**src/rtl/board_row_arbiter_pkg.sv**
```systemverilog
// vetris_pkg: shared board geometry and row-arbiter FSM state encoding.
package vetris_pkg;
  localparam int ROWS = 20;
  localparam int DISP_STREAK = 4;
  localparam int ROW_IDX_W = 5;
  localparam int ROW_DATA_W = 32;
  typedef enum logic [1:0] {IDLE, CPU_RD, DISP_RD} state_t;
endpackage

```
**src/rtl/board_row_arbiter_if.sv**
```systemverilog
// board_row_arbiter_if: CPU, display-scanner and board-RAM signals of the row arbiter.
interface board_row_arbiter_if;
  import vetris_pkg::*;
  logic cpu_get;
  logic cpu_send;
  logic [ROW_IDX_W-1:0] cpu_row;
  logic [ROW_DATA_W-1:0] cpu_wdata;
  logic cpu_stall;
  logic cpu_rvalid;
  logic [ROW_DATA_W-1:0] cpu_rdata;
  logic disp_req;
  logic [ROW_IDX_W-1:0] disp_row;
  logic disp_rvalid;
  logic [ROW_DATA_W-1:0] disp_rdata;
  logic mem_en;
  logic mem_we;
  logic [ROW_IDX_W-1:0] mem_addr;
  logic [ROW_DATA_W-1:0] mem_wdata;
  logic [ROW_DATA_W-1:0] mem_rdata;
  logic protocol_err;
  modport master (
    output cpu_get, cpu_send, cpu_row, cpu_wdata, disp_req, disp_row, mem_rdata,
    input cpu_stall, cpu_rvalid, cpu_rdata, disp_rvalid, disp_rdata,
    input mem_en, mem_we, mem_addr, mem_wdata, protocol_err
  );
  modport slave (
    input cpu_get, cpu_send, cpu_row, cpu_wdata, disp_req, disp_row, mem_rdata,
    output cpu_stall, cpu_rvalid, cpu_rdata, disp_rvalid, disp_rdata,
    output mem_en, mem_we, mem_addr, mem_wdata, protocol_err
  );
endinterface

```
**src/rtl/board_row_arbiter_streak_ctr.sv**
```systemverilog
// arb_streak_ctr: saturating count of display grants taken while the CPU waits.
module arb_streak_ctr #(
  parameter int MAX = 4
) (
  input  logic clk,
  input  logic rst,
  input  logic inc,
  input  logic clr,
  output logic sat
);
  localparam int W = $clog2(MAX + 1);
  logic [W-1:0] r_cnt;
  assign sat = r_cnt == W'(MAX);
  always_ff @(posedge clk or negedge rst)
    if (!rst) r_cnt <= '0;
    else r_cnt <= clr ? '0 : (inc && !sat) ? r_cnt + 1'b1 : r_cnt;
endmodule

```
**src/rtl/board_row_arbiter.sv**
```systemverilog
// board_row_arbiter: shares the single-port board RAM between the CPU MEM stage and the display scanner.
module board_row_arbiter #(
  parameter int ROWS = vetris_pkg::ROWS,
  parameter int DISP_STREAK = vetris_pkg::DISP_STREAK
) (
  input logic clk,
  input logic rst,
  board_row_arbiter_if.slave bus
);
  import vetris_pkg::*;
  state_t r_state;
  logic r_oor;
  logic w_idle, w_cpu_req, w_sat, w_disp_win, w_cpu_win, w_cpu_wr, w_row_ok;
  logic [ROW_IDX_W-1:0] w_row;
  // Grants are combinational in IDLE; gating with rst keeps the RAM port quiet during reset.
  assign w_idle = rst && r_state == IDLE;
  assign w_cpu_req = bus.cpu_get | bus.cpu_send;
  assign w_disp_win = w_idle & bus.disp_req & ~(w_cpu_req & w_sat);
  assign w_cpu_win = w_idle & w_cpu_req & ~w_disp_win;
  assign w_cpu_wr = w_cpu_win & bus.cpu_send;
  assign w_row = w_disp_win ? bus.disp_row : bus.cpu_row;
  assign w_row_ok = w_row < ROW_IDX_W'(ROWS);
  assign bus.mem_en = (w_disp_win | w_cpu_win) & w_row_ok;
  assign bus.mem_we = w_cpu_wr & w_row_ok;
  assign bus.mem_addr = bus.mem_en ? w_row : '0;
  assign bus.mem_wdata = bus.mem_we ? bus.cpu_wdata : '0;
  assign bus.protocol_err = w_cpu_win & bus.cpu_get & bus.cpu_send;
  assign bus.cpu_rvalid = r_state == CPU_RD;
  assign bus.disp_rvalid = r_state == DISP_RD;
  // Out-of-range reads complete on time but return zero instead of stale RAM output.
  assign bus.cpu_rdata = (bus.cpu_rvalid && !r_oor) ? bus.mem_rdata : '0;
  assign bus.disp_rdata = (bus.disp_rvalid && !r_oor) ? bus.mem_rdata : '0;
  assign bus.cpu_stall = rst & w_cpu_req & ~w_cpu_wr & ~bus.cpu_rvalid;
  arb_streak_ctr #(.MAX(DISP_STREAK)) u_streak (
    .clk(clk),
    .rst(rst),
    .inc(w_disp_win & w_cpu_req),
    .clr(w_cpu_win | ~w_cpu_req),
    .sat(w_sat)
  );
  always_ff @(posedge clk or negedge rst)
    if (!rst) begin
      r_state <= IDLE;
      r_oor <= 1'b0;
    end else begin
      r_state <= w_disp_win ? DISP_RD : (w_cpu_win && !bus.cpu_send) ? CPU_RD : IDLE;
      r_oor <= ~w_row_ok;
    end
endmodule

```
**src/flat_wrapper.sv**
```systemverilog
// flat-port wrapper written by rule: the top's interface ports become plain ports
module board_row_arbiter_flat import vetris_pkg::*;
#(
  parameter int ROWS = vetris_pkg::ROWS,
  parameter int DISP_STREAK = vetris_pkg::DISP_STREAK
)
  (clk, rst, bus_cpu_get, bus_cpu_send, bus_cpu_row, bus_cpu_wdata, bus_disp_req, bus_disp_row, bus_mem_rdata, bus_cpu_stall, bus_cpu_rvalid, bus_cpu_rdata, bus_disp_rvalid, bus_disp_rdata, bus_mem_en, bus_mem_we, bus_mem_addr, bus_mem_wdata, bus_protocol_err);
  board_row_arbiter_if bus_i ();
  input logic clk;
  input logic rst;
  input wire logic [$bits(bus_i.cpu_get)-1:0] bus_cpu_get;
  input wire logic [$bits(bus_i.cpu_send)-1:0] bus_cpu_send;
  input wire logic [$bits(bus_i.cpu_row)-1:0] bus_cpu_row;
  input wire logic [$bits(bus_i.cpu_wdata)-1:0] bus_cpu_wdata;
  input wire logic [$bits(bus_i.disp_req)-1:0] bus_disp_req;
  input wire logic [$bits(bus_i.disp_row)-1:0] bus_disp_row;
  input wire logic [$bits(bus_i.mem_rdata)-1:0] bus_mem_rdata;
  output wire logic [$bits(bus_i.cpu_stall)-1:0] bus_cpu_stall;
  output wire logic [$bits(bus_i.cpu_rvalid)-1:0] bus_cpu_rvalid;
  output wire logic [$bits(bus_i.cpu_rdata)-1:0] bus_cpu_rdata;
  output wire logic [$bits(bus_i.disp_rvalid)-1:0] bus_disp_rvalid;
  output wire logic [$bits(bus_i.disp_rdata)-1:0] bus_disp_rdata;
  output wire logic [$bits(bus_i.mem_en)-1:0] bus_mem_en;
  output wire logic [$bits(bus_i.mem_we)-1:0] bus_mem_we;
  output wire logic [$bits(bus_i.mem_addr)-1:0] bus_mem_addr;
  output wire logic [$bits(bus_i.mem_wdata)-1:0] bus_mem_wdata;
  output wire logic [$bits(bus_i.protocol_err)-1:0] bus_protocol_err;
  assign bus_i.cpu_get = bus_cpu_get;
  assign bus_i.cpu_send = bus_cpu_send;
  assign bus_i.cpu_row = bus_cpu_row;
  assign bus_i.cpu_wdata = bus_cpu_wdata;
  assign bus_i.disp_req = bus_disp_req;
  assign bus_i.disp_row = bus_disp_row;
  assign bus_i.mem_rdata = bus_mem_rdata;
  assign bus_cpu_stall = bus_i.cpu_stall;
  assign bus_cpu_rvalid = bus_i.cpu_rvalid;
  assign bus_cpu_rdata = bus_i.cpu_rdata;
  assign bus_disp_rvalid = bus_i.disp_rvalid;
  assign bus_disp_rdata = bus_i.disp_rdata;
  assign bus_mem_en = bus_i.mem_en;
  assign bus_mem_we = bus_i.mem_we;
  assign bus_mem_addr = bus_i.mem_addr;
  assign bus_mem_wdata = bus_i.mem_wdata;
  assign bus_protocol_err = bus_i.protocol_err;
  board_row_arbiter #(.ROWS(ROWS), .DISP_STREAK(DISP_STREAK)) u_core (.clk(clk), .rst(rst), .bus(bus_i));
endmodule
```
**config.mk**
```make
export PLATFORM = sky130hd
export DESIGN_NAME = board_row_arbiter_flat
export DESIGN_NICKNAME = d
export VERILOG_FILES = /design/src/rtl/board_row_arbiter_pkg.sv /design/src/rtl/board_row_arbiter_if.sv /design/src/rtl/board_row_arbiter_streak_ctr.sv /design/src/rtl/board_row_arbiter.sv /design/src/flat_wrapper.sv
export SDC_FILE = /design/constraint.sdc
export NUM_CORES = 1
export LEC_CHECK = 0
export ABC_AREA = 1
export CAP_MARGIN = 20
export CELL_PAD_IN_SITES_DETAIL_PLACEMENT = 1
export CELL_PAD_IN_SITES_GLOBAL_PLACEMENT = 2
export CORE_ASPECT_RATIO = 1.75
export CORE_UTILIZATION = 10
export CTS_CLUSTER_SIZE = 30
export DETAILED_ROUTE_END_ITERATION = 10
export GPL_ROUTABILITY_DRIVEN = 0
export PLACE_DENSITY_LB_ADDON = 0.1
export SETUP_SLACK_MARGIN = 0.05
export SYNTH_ARGS = -nofsm -noshare
export SYNTH_HDL_FRONTEND = slang
export SYNTH_SLANG_ARGS = --single-unit
```
**constraint.sdc**
```tcl
create_clock -name clk -period 2 [get_ports clk]
set_input_delay 0.2 -clock clk [delete_from_list [all_inputs] [get_ports clk]]
set_output_delay 0.2 -clock clk [all_outputs]
set_load 0.01 [all_outputs]
```
# ---- Yosys cells after proc, flatten, opt, wreduce, memory -nomap -nowiden
# Cells that the tools add are included.
dict set report totals {
  ff_bits 6
}
dict set report classes {
  addsub 1
  order_cmp 1
  eq_ne 3
  muxes 9
  bitwise_logic 23
  reduce_logical 10
}
# operator count
set op_table {}
lappend op_table {{two-way mux 32 bit} 3}
lappend op_table {{AND 1 bit} 14}
lappend op_table {{two-way mux 5 bit} 2}
lappend op_table {{two-way mux 3 bit} 2}
lappend op_table {{NOT 1 bit} 6}
lappend op_table {{logical AND 1 bit} 5}
lappend op_table {{< comparator 5 bit (second input constant)} 1}
lappend op_table {{adder 3 x 1 -> 3 bit (second input constant)} 1}
lappend op_table {{equality test 3 bit (second input constant)} 1}
lappend op_table {{logical NOT 1 bit} 3}
lappend op_table {{bitwise OR 1 bit} 3}
lappend op_table {{equality test 2 x 1 -> 1 bit (second input constant)} 1}
lappend op_table {{equality test 2 bit (second input constant)} 1}
lappend op_table {{logical NOT 2 bit} 1}
lappend op_table {{two-way mux 2 bit} 1}
lappend op_table {{nonzero test 2 bit} 1}
lappend op_table {{two-way mux 1 bit} 1}

# ---- Logic depth before layout (Yosys ltp)
# Gate-level depths: netlist of run 1.
dict set report depth {
  depth_word 10
  depth_mapped 12
}

# ---- By module
# From an unflattened synthesis of run 1, not the netlist that was laid out.
dict set report hier_totals {
  hier_cells 264
  hier_area_um2 1512.7
}
# module n_inst cells_per_inst area_per_inst_um2
set modules_own_cells {}
lappend modules_own_cells {board_row_arbiter 1 238 1317.5}
lappend modules_own_cells {arb_streak_ctr 1 26 195.2}

# ---- Least setup slack after synthesis of run 1
# No wires, ideal clock.
dict set report synth_path {
  path_kind {reg2out}
  startpoint {register u_core.u_streak.r_cnt[0]}
  endpoint {output bus_mem_we}
  arrival_ps 1531
  path_slack_ps 269
  path_stages_with_launch 13
  path_buffers 1
  cell_sequence {dfrtp_1 > inv_1 > ha_1 > nand2_1 > nor2_4 > nor2_8 > nand2_1 > nand2_2 > nand2_2 > nand2_4 > nand2_4 > buf_12 > inv_2}
}
dict set report synth_via {
  elab_chain_cells 8
  word_cells_on_any_way 10
  cone_classes {1 x order compare; 1 x eq/ne; 1 x mux; 7 x bitwise}
}
# item line
set synth_rtl {}
lappend synth_rtl {{start, declared} board_row_arbiter_streak_ctr.sv:12} ;# logic [W-1:0] r_cnt;
lappend synth_rtl {{start signal, assigned} board_row_arbiter_streak_ctr.sv:16} ;# else r_cnt <= clr ? '0 : (inc && !sat) ? r_cnt + 1'b1 : r_cnt;
lappend synth_rtl {{equality test 3 bit (*)} board_row_arbiter_streak_ctr.sv:13} ;# assign sat = r_cnt == W'(MAX);
lappend synth_rtl {{AND 1 bit (*)} board_row_arbiter.sv:18} ;# assign w_disp_win = w_idle & bus.disp_req & ~(w_cpu_req & w_sat);
lappend synth_rtl {{NOT 1 bit (*)} board_row_arbiter.sv:18}
lappend synth_rtl {{AND 1 bit (*)} board_row_arbiter.sv:18}
lappend synth_rtl {{via u_core.w_disp_win} board_row_arbiter.sv:13} ;# logic w_idle, w_cpu_req, w_sat, w_disp_win, w_cpu_win, w_cpu_wr, w_row_ok;
lappend synth_rtl {{parallel branches: the longest is 3 deep, another holds < comparator 5 bit} -}
lappend synth_rtl {{AND 1 bit (*)} board_row_arbiter.sv:24} ;# assign bus.mem_we = w_cpu_wr & w_row_ok;
lappend synth_rtl {{end, declared} flat_wrapper.sv:24} ;# output wire logic [$bits(bus_i.mem_we)-1:0] bus_mem_we;
# Mark *: on every way through the listed nets, which the timed path passes.

# ---- Worst setup path after layout of run 1
dict set report layout_path {
  startpoint {register u_core.u_streak.r_cnt[0]}
  endpoint {output bus_mem_wdata[0]}
}
dict set report layout_via {
  elab_chain_cells 9
  word_cells_on_any_way 11
  cone_classes {1 x order compare; 1 x eq/ne; 2 x mux; 7 x bitwise}
}
# item line
set layout_rtl {}
lappend layout_rtl {{equality test 3 bit (*)} board_row_arbiter_streak_ctr.sv:13}
lappend layout_rtl {{AND 1 bit (*)} board_row_arbiter.sv:18}
lappend layout_rtl {{NOT 1 bit (*)} board_row_arbiter.sv:18}
lappend layout_rtl {{AND 1 bit (*)} board_row_arbiter.sv:18}
lappend layout_rtl {{parallel branches: the longest is 3 deep, another holds < comparator 5 bit} -}
lappend layout_rtl {{AND 1 bit (*)} board_row_arbiter.sv:24}
lappend layout_rtl {{two-way mux 32 bit (*)} board_row_arbiter.sv:26} ;# assign bus.mem_wdata = bus.mem_we ? bus.cpu_wdata : '0;
lappend layout_rtl {{end, declared} flat_wrapper.sv:26} ;# output wire logic [$bits(bus_i.mem_wdata)-1:0] bus_mem_wdata;
# Mark *: on every way between the ends.

==> results of run 1 <==
[power by group through the flow]
stage	Clock (uW)	Sequential, uW	Combinational, uW
CTS	331	137	662
floorplan	0	137	237
detailed placement	0	137	626
global placement	0	137	623
finish	324	137	676
global route	335	137	734
[routing by layer]
layer  track usage (%)  vias to the layer above
met4              1.47                        0
met2              21.9                      120
met5                 0                        -
met3              1.74                        6
met1              9.77                      991
li1                  -                     1124
[per-stage QoR]
step	utilization [%]	worst slack, ns	hold slack [ns]	std cells
2_1_floorplan	-	0.269	-0.0956	250
3_3_place_gp	26.2	-0.515	0.598	626
3_5_place_dp	26.2	-0.547	0.584	626
4_1_cts	27.9	-0.181	0.385	644
5_1_grt	27.5	-0.254	0.453	651
6_report	27.5	-0.169	0.434	651
[state kept, by name, indices dropped and copies added, names as in the netlist]
register and count:
u_core.r_state 2, u_core.u_streak.r_cnt 3, u_core.r_oor 1
[logic make-up (layout without fill, tap and decap cells)]
family / Yosys count / after routing / synth area share, %
buffers and inverters: 93 / 317 / 27.5
AO/OA/AOI/OAI: 6 / 6 / 2.68
AND/OR/NAND/NOR: 143 / 143 / 57.7
adder cells (fa/ha/maj): 2 / 2 / 1.73
flip-flops: 6 / 6 / 10.4
[area by class of cell]
type / instances / area, sq um
fillers: 1778 / 10100
well taps: 177 / 221
inverters: 84 / 320
repair buffers: 230 / 2080
clock buffers: 3 / 75.1
multi-input cells: 151 / 988
flip-flops and latches: 6 / 150
[worst max path at each step]
| stage | end | slack, ns |
|---|---|---|
| 5_1_grt | bus_mem_wdata[19] | -0.25 |
| 3_3_place_gp | bus_mem_wdata[25] | -0.52 |
| 2_1_floorplan | bus_mem_we | 0.27 |
| 3_5_place_dp | bus_mem_wdata[27] | -0.55 |
| 6_report | bus_mem_wdata[0] | -0.17 |
| 4_1_cts | bus_mem_wdata[29] | -0.18 |
[cell usage in the layout, fill, tap and decap left out, drive strengths merged]
cell type      instances
a21oi                  3
nand3                  2
o21bai                 2
nand2                 28
dlygate4sd2           15
nor3b                  1
clkdlybuf4s50         79
dfrtp                  6
nor3                   1
inv                   84
ha                     2
nor2                 110
buf                   82
and3                   1
clkdlybuf4s15          2
o2111ai                1
clkbuf                55
[repair_timing]
| action | 4_1_cts | 5_1_grt |
|---|---|---|
| cloned | 2 | 1 |
| endpoints found under the setup margin | 105 | 53 |
| gates resized for setup | 282 | 122 |
| buffers inserted | 14 | 8 |
| pin swaps | 17 | 12 |
==> impl_metrics.toml, run 1 <==
[finish]
antenna_cells = 0
drive_above_1_share_pct = 42.6
final_area_sq_um = 3840
layout.nets = 557
area_growth_pct = 166

[routing]
drtIter0Drc = 28
ant_nets = 0
met3WireLength_um = 611
drc = 0
maxUsedRoutingLayer = "met4"
viasPerCell = 3.44
dr_wl_met2_mm = 4.90
routed_wl_mm = 8.18
vias = 2241
first_pass_iters = 4
detail_route.wl_per_cell_um = 12.6
drt-met1-wl_mm = 2.62

[sta]
maxSlewHeadroom_pct = 85.4
worstMarginPinSlew_ns = 0.219
final-hold-violation-count = 0
max_freq_mhz = 461
slew_violations = 0
period_share_pct = 108
fin_tns_setup_ns = -5.16
setup-violations-final = 37
period_minus_slack_ns = 2.17
fin_ws_ns = -0.169
clock_skew_ns = 0.00249
rsz0062_at_grt = "true"

[worst_setup_path]
path_common_cell = "nand2_4"
rr_worst_depth = 12
critPathSlowestCell = "dfrtp_1"
startpoint = "u_core.u_streak.r_cnt[0]"
worstSetupPathType = "reg2out"
worstPathArrival_ns = 1.97
worstReg2RegEnd = "u_core.r_oor"
crit_family = "simple AND/OR/NAND/NOR gates"
crit_required_ns = 1.80
crit_fanout = 7
cp_cell_sequence = "inv_2 > ha_4 > nand2_4 > nor2_4 > o21bai_1 > nand2_2 > nand2_4 > nand2_4 > nand2_4 > buf_12 > buf_12 > nor2_4 > buf_6"
path_buf_inv = 4
crit_cells = 13
cp-start-kind = "flop"
reg2reg_slack_ns = 0.45
crit_path_end_kind = "primary output"
reg2reg_from = "u_core.u_streak.r_cnt[0]"
max_stage_delay_ns = 0.38

[logic_synthesis]
synth_area_leaders = "nor2_4 24%, inv_1 21%, nor2_1 20%, dfrtp_1 10%, nand2_1 6.0%"
yosys-top-cells-count = "81 x inv_1, 77 x nor2_1, 31 x nor2_4"
yosys.area.top_type = "nor2_4"
synthesis.nets = 331
synth-main-ff-cell = "dfrtp_1"
synth_area_sq_um = 1450
yosysSeqAreaShare_pct = 10.4
syn_inst = 250
ys_types = 21
synth_top_area_share_pct = 24.2
synth_most_common_cell = "inv_1"
synth_edf_count = 0
synth-seq-cells = 6
syn_avg_cell_area_sq_um = 5.78
yosysWarnings = 0
synthArstFlopShare_pct = 100

[clocking]
htree_num_levels = 1
clk_pin_slew_worst_paths_ns = 0.03
clk_latency_ns = 0.23
numCtsBuffers = 3
clockRootBuffer = "clkbuf_16"
cts_tree = "yes"
cts_sinks = 6
cts_buffer_depth = 2
hold_buffers = 0

[floorplanning]
design.portCount = 186
die_y_um = 161
rows = 57
die_x_um = 92.9
start_util_pct = 10.3
die_area_sq_um = 15000
fp.coreArea_sq_um = 14000

[run]
maxCapViolations = 0

[pwr]
pwr-share-comb_pct = 59.5
swShare_pct = 32.9
p_int_uw = 762
clkPwrFrac_pct = 28.5
ir_drop_mv = 0.308
pwr_density_cell_nw_per_um2 = 296
power.total_uw = 1140
share_seq_of_total_power_pct = 12.0
p_leak_uw = 0.00211
switchingPower_uw = 375

[worst_hold_path]
hold_class = "in2reg"
hold_path_depth = 2
holdCritStartpoint = "bus_cpu_send"
hold_end = "u_core.r_state[0]"

[placement]
post_dp_cell_area_sq_um = 3660
hpwlAfterDp_mm = 6.56
io_buffers = 185

[outcome]
status = "finished, violations left"
violations = "negative setup slack"

[grt]
grt_usage_pct = 10.2
grt_max_degree = 33
antenna_found_initial = 0
grt_pass1_vias = 2289
grt_pass1_wl_mm = 12.0
overflow = 0
(Power assumes the default switching activity.)
==> inputs of run 2 (changes only) <==
==> constraint.sdc (replaced) <==
create_clock -name clk -period 2.26 [get_ports clk]
set_input_delay 0.226 -clock clk [delete_from_list [all_inputs] [get_ports clk]]
set_output_delay 0.226 -clock clk [all_outputs]
set_load 0.01 [all_outputs]
==> run 2 against run 1 <==
  * The run still ends with negative setup slack left
  * Critical path type unchanged
  * Via count decreased by 2.2%
  * Critical path depth increased by 1
  * Highest routed layer unchanged
  * Utilization increased by 0.37 points
  * Clock power decreased by 11%
  * Combinational power decreased by 16%
  * Non-clock buffer count decreased by 12
  * Final cell count decreased by 1.8%
  * Critical endpoint is now bus_mem_wdata[7]
==> impl_metrics.toml, run 2 (synthesized netlist as in run 1, its figures left out) <==
[outcome]
status = "finished, violations left"
violations = "negative setup slack"

[finish]
largest_register_ffs = 3
area_growth_pct = 169
mostFrequentLayoutCell = "clkdlybuf4s50_1"
antenna_cells = 0
largestRegisters = "u_core.u_streak.r_cnt (3), u_core.r_state (2), u_core.r_oor (1)"
drive_above_1_share_pct = 27.5
regMostFlops = "u_core.u_streak.r_cnt"
mostFrequentLayoutCells = "134 x clkdlybuf4s50_1, 79 x inv_1, 74 x nor2_1"
layout.nets = 545

[routing]
ant_nets = 0
first_pass_iters = 4
vias = 2192
routed_wl_mm = 7.63
drtIter0Drc = 23
drc = 0
viasPerCell = 3.43
detail_route.wl_per_cell_um = 11.9

[pwr]
pwr_density_cell_nw_per_um2 = 252
p_int_uw = 667
p_leak_uw = 0.00207
pwr-share-comb_pct = 58.3
share_seq_of_total_power_pct = 12.3
ir_drop_mv = 0.179
swShare_pct = 32.0
clkPwrFrac_pct = 29.4
switchingPower_uw = 313

[floorplanning]
die_y_um = 161
fp.coreArea_sq_um = 14000
rows = 57
start_util_pct = 10.3
die_x_um = 92.9
die_area_sq_um = 15000
design.portCount = 186

[worst_setup_path]
rr_worst_depth = 10
worstPathArrival_ns = 2.06
crit_family = "simple AND/OR/NAND/NOR gates"
critPathSlowestCell = "dfrtp_1"
reg2reg_slack_ns = 0.81
worstSetupPathType = "reg2out"
max_stage_delay_ns = 0.38
cp-start-kind = "flop"
cp_cell_sequence = "inv_2 > ha_4 > nand2_4 > nor2_4 > o21bai_1 > nand2_2 > nand2_2 > nand2_4 > nand2_4 > buf_12 > buf_16 > buf_6 > nor2_4 > buf_6"
crit_required_ns = 2.03
crit_fanout = 6
path_buf_inv = 5
reg2reg_from = "u_core.u_streak.r_cnt[0]"
worstReg2RegEnd = "u_core.r_oor"
path_common_cell = "nand2_4"
crit_path_end_kind = "primary output"

[grt]
top_usage_layer = "met2"
grt_pass1_wl_mm = 11.7
grt_pass1_vias = 2259
overflow = 0
use_met2_pct = 20.9
gr-usage-met1_pct = 9.43
grt_max_degree = 33
grt_usage_pct = 9.90
met3_usage_pct = 1.88
antenna_found_initial = 0

[placement]
dpl_worst_slack_ns = -0.356
io_buffers = 185
hpwlAfterDp_mm = 6.49

[sta]
rsz0062_at_grt = "true"
period_minus_slack_ns = 2.29
fin_ws_ns = -0.0279
max_freq_mhz = 437
slew_violations = 0
clock_skew_ns = 0.00364
fin_tns_setup_ns = -0.0279
maxSlewHeadroom_pct = 86.2
setup-violations-final = 1
worstMarginPinSlew_ns = 0.206
final-hold-violation-count = 0
period_share_pct = 101

[clocking]
clk_pin_slew_worst_paths_ns = 0.04
clockRootBuffer = "clkbuf_16"
cts_sinks = 6
htree_num_levels = 1
numCtsBuffers = 3
hold_buffers = 0
cts_tree = "yes"
clk_latency_ns = 0.23
cts_buffer_depth = 2

[worst_hold_path]
holdCritStartpoint = "bus_cpu_send"
hold_path_depth = 3
hold_class = "in2reg"
hold_end = "u_core.r_state[0]"

[run]
maxCapViolations = 0
run 2: worst max path at each step:
stage | from | end | slack (ns) | cells after the start
floorplan | u_core.u_streak.r_cnt[0] | bus_mem_we | 0.50 | 12
global placement | bus_cpu_get | bus_mem_wdata[27] | -0.32 | 12
detailed placement | bus_cpu_get | bus_mem_wdata[27] | -0.36 | 12
CTS | u_core.r_state[1] | bus_mem_wdata[7] | -0.09 | 13
global route | u_core.u_streak.r_cnt[0] | bus_mem_wdata[7] | -0.14 | 14
finish | u_core.u_streak.r_cnt[0] | bus_mem_wdata[7] | -0.03 | 14
run 2: cell type report:
| class | instances | area, sq um |
|---|---|---|
| clock buffer | 3 | 75.1 |
| fill | 1751 | 10100 |
| inverter | 84 | 315 |
| multi-input combinational | 151 | 945 |
| sequential | 6 | 150 |
| tap | 177 | 221 |
| timing repair buffer | 218 | 2180 |
run 2: timing repair:
action	4_1_cts	5_1_grt
pin swaps	8	14
resized for setup	158	55
endpoints found under the setup margin	41	103
setup buffers	8	3
cloned	0	1
run 2: worst reg2reg max path: cells and delay by family (launching register included):
family / cells / cell delay, ns
fa+ha+maj: 1 / 0.13
buf+inv: 3 / 0.23
compound gates: 1 / 0.11
flops: 1 / 0.38
simple gates: 5 / 0.48
run 2: power groups by stage:
stage	clock network, uW	registers (uW)	logic (uW)
2_1_floorplan	0	121	210
3_3_place_gp	0	121	547
3_5_place_dp	0	121	550
4_1_cts	294	120	566
5_1_grt	297	121	626
6_report	288	120	571
run 2: metrics by stage:
step | util [%] | total power [uW] | instance area, sq um | hold slack (ns) | cells
floorplan | - | 331 | 1450 | -0.0696 | 250
global placement | 26.0 | 668 | 3640 | 0.593 | 625
detailed placement | 26.0 | 671 | 3640 | 0.589 | 625
CTS | 26.8 | 979 | 3740 | 0.490 | 636
global route | 27.8 | 1040 | 3890 | 0.448 | 639
finish | 27.8 | 980 | 3890 | 0.395 | 639
run 2: per-layer routing:
layer	part of all wire, %	wire length [um]
met4	0.68	52
met1	31	2350
met5	0	0
met2	60	4600
met3	8.3	632
==> inputs of run 3 (changes only) <==
--- a/config.mk
+++ b/config.mk
@@ -18,4 +18,5 @@
 export SETUP_SLACK_MARGIN = 0.05
 export SYNTH_ARGS = -nofsm -noshare
 export SYNTH_HDL_FRONTEND = slang
+export SYNTH_HIERARCHICAL = 1
 export SYNTH_SLANG_ARGS = --single-unit
==> run 3 against run 2 <==
  * The flow now finishes without violations
  * First-iteration DRC count down 52%
  * Clock power about the same
  * Largest cell class unchanged
  * Hold slack worse by 0.22 ns
  * Area after synthesis up 4.7%
==> impl_metrics.toml, run 3 <==
[clocking]
clk_pin_slew_worst_paths_ns = 0.04
cts_sinks = 6
clk_latency_ns = 0.23
htree_num_levels = 1
cts_buffer_depth = 2
clockRootBuffer = "clkbuf_16"
numCtsBuffers = 3
hold_buffers = 0
cts_tree = "yes"

[sta]
period_share_pct = 97.6
clock_skew_ns = 0.00396
setup-violations-final = 0
rsz0062_at_grt = "true"
final-hold-violation-count = 0
whs_ns = 0.174
max_freq_mhz = 453
worstMarginPinSlew_ns = 0.261
slew_violations = 0
maxSlewHeadroom_pct = 82.6
period_minus_slack_ns = 2.21
fin_ws_ns = 0.0538

[finish]
post-route-util_pct = 27.3
regMostFlops = "u_core/u_streak/r_cnt"
final_area_sq_um = 4060
drive_above_1_share_pct = 30.3
layout.cells.non_filler = 662
largestRegisters = "u_core/u_streak/r_cnt (3), u_core/r_state (2), u_core/r_oor (1)"
largest_register_ffs = 3
layout.nets = 562
antenna_cells = 0
fillers = 1823
area_growth_pct = 168
mostFrequentLayoutCell = "clkdlybuf4s50_1"
mostFrequentLayoutCells = "143 x clkdlybuf4s50_1, 83 x inv_1, 70 x nor2_1"

[logic_synthesis]
yosys.area.top_type = "nor2_4"
synth-seq-cells = 6
ys_types = 21
synthArstFlopShare_pct = 100
yosysWarnings = 6
syn_avg_cell_area_sq_um = 5.73
synth-main-ff-cell = "dfrtp_1"
synth_area_sq_um = 1510
yosys-top-cells-count = "90 x inv_1, 76 x nor2_1, 31 x nor2_4"
syn_inst = 264
synth_top_area_share_pct = 23.1
synth_edf_count = 0
yosysSeqAreaShare_pct = 9.93
synth_most_common_cell = "inv_1"
synth_area_leaders = "nor2_4 23%, inv_1 22%, nor2_1 19%, dfrtp_1 9.9%, nand2_1 5.7%"
synthesis.nets = 345

[floorplanning]
design.portCount = 186
die_area_sq_um = 15600
start_util_pct = 10.2
die_x_um = 95.0
fp.coreArea_sq_um = 14800
die_y_um = 165
rows = 59

[worst_setup_path]
cp_cell_sequence = "inv_2 > ha_4 > nand2_4 > inv_2 > inv_2 > nor2_4 > buf_6 > o21bai_4 > nand2_2 > nand2_4 > nand2_4 > nand2_8 > buf_16 > nor2_4 > buf_6"
worstSetupPathType = "reg2out"
worstPathArrival_ns = 1.98
crit_path_end_kind = "primary output"
crit_fanout = 7
max_stage_delay_ns = 0.37
critPathSlowestCell = "dfrtp_1"
crit_required_ns = 2.03
cp-start-kind = "flop"

[routing]
drtIter0Drc = 11
drc = 0
ant_nets = 0
routed_wl_mm = 7.61
viasPerCell = 3.45
detail_route.wl_per_cell_um = 11.5
vias = 2282
first_pass_iters = 4

[placement]
post_dp_cell_area_sq_um = 3740
placed_cells = 647
dpl_worst_slack_ns = -0.438
io_buffers = 185
hpwlAfterDp_mm = 6.56

[grt]
grt_max_degree = 33
grt_usage_pct = 9.35
antenna_found_initial = 0
overflow = 0
grt_pass1_wl_mm = 11.3
grt_pass1_vias = 2293

[outcome]
status = "completed"

[pwr]
p_leak_uw = 0.00198
ir_drop_mv = 0.267
pwr_density_cell_nw_per_um2 = 274

[worst_hold_path]
hold_class = "in2async"

[run]
maxCapViolations = 0
==> run 3: cell count changes after synthesis, sizes merged, moves of 2 or more <==
cell	previous run	this run
nand4	0	3
o21ai	0	2
inv	84	91
nand2	28	32
nand3	2	4
==> run 3: cell type report <==
cell class	instances	area, sq um	share of cell area [%]
Clock buffer	3	75.1	1.85
Inverter	91	344	8.48
Multi-Input combinational cell	157	1030	25.4
Sequential cell	6	150	3.70
Tap cell	183	229	5.64
Timing Repair Buffer	222	2230	55.0
==> run 3: stage by stage <==
| stage | setup TNS, ns | power [uW] |
|---|---|---|
| after floorplan | 0 | 383 |
| after global placement | -14.85 | 761 |
| after detailed placement | -15.73 | 764 |
| after CTS | -0.0749 | 1100 |
| after global routing | -2.49 | 1190 |
| final | 0 | 1110 |
==> run 3: worst max-delay path, delay by kind of cell (launching register included) <==
| kind | cells | cell delay [ns] |
|---|---|---|
| AND/OR/NAND/NOR | 7 | 0.58 |
| flip-flops | 1 | 0.37 |
| buffers and inverters | 6 | 0.57 |
| AO/OA/AOI/OAI | 1 | 0.05 |
| adder cells (fa/ha/maj) | 1 | 0.15 |
==> run 3: final timing paths <==
kind	start	end	slack (ns)	depth (start not counted)
max in group asynchronous	rst	u_core/r_oor	1.96	2
worst max register to register	u_core/u_streak/r_cnt[0]	u_core/u_streak/r_cnt[2]	0.51	14
worst max-delay path	u_core/u_streak/r_cnt[0]	bus_mem_wdata[8]	0.05	15
worst min register to register	u_core/u_streak/r_cnt[0]	u_core/u_streak/r_cnt[0]	0.62	3
min in group clk	u_core/u_streak/r_cnt[0]	u_core/u_streak/r_cnt[0]	0.62	3
worst min-delay path	rst	u_core/u_streak/r_cnt[0]	0.17	2
==> run 3: cell families after synthesis <==
logic type,Yosys count,share of synthesized area [%]
simple gates,148,56.8
compound gates,7,2.81
fa+ha+maj,2,1.65
buf+inv,101,28.8
flops,6,9.93
==> run 3: what timing repair did <==
action / CTS / global route
gates resized for setup: 203 / 39
setup endpoints to repair: 41 / 74
setup buffers: 7 / 4
hold endpoints to repair: 0 / 0
cloned: 1 / 0
pin swaps: 13 / 11
==> run 3: power breakdown <==
| part | switching [uW] | internal (uW) | leakage (uW) |
|---|---|---|---|
| Sequential | 6.46 | 118 | 0.0000800 |
| Combinational | 309 | 392 | 0.00186 |
| Clock | 57.7 | 227 | 0.0000370 |
| Total | 373 | 737 | 0.00198 |
==> run 3: per-layer routing <==
metal / vias up / track usage, % / part of all wire, %
li1: 1147 / - / -
met1: 1016 / 8.93 / 32
met2: 117 / 19.4 / 58
met3: 2 / 2.03 / 9.2
met4: 0 / 2.07 / 0.72
met5: - / 0 / 0
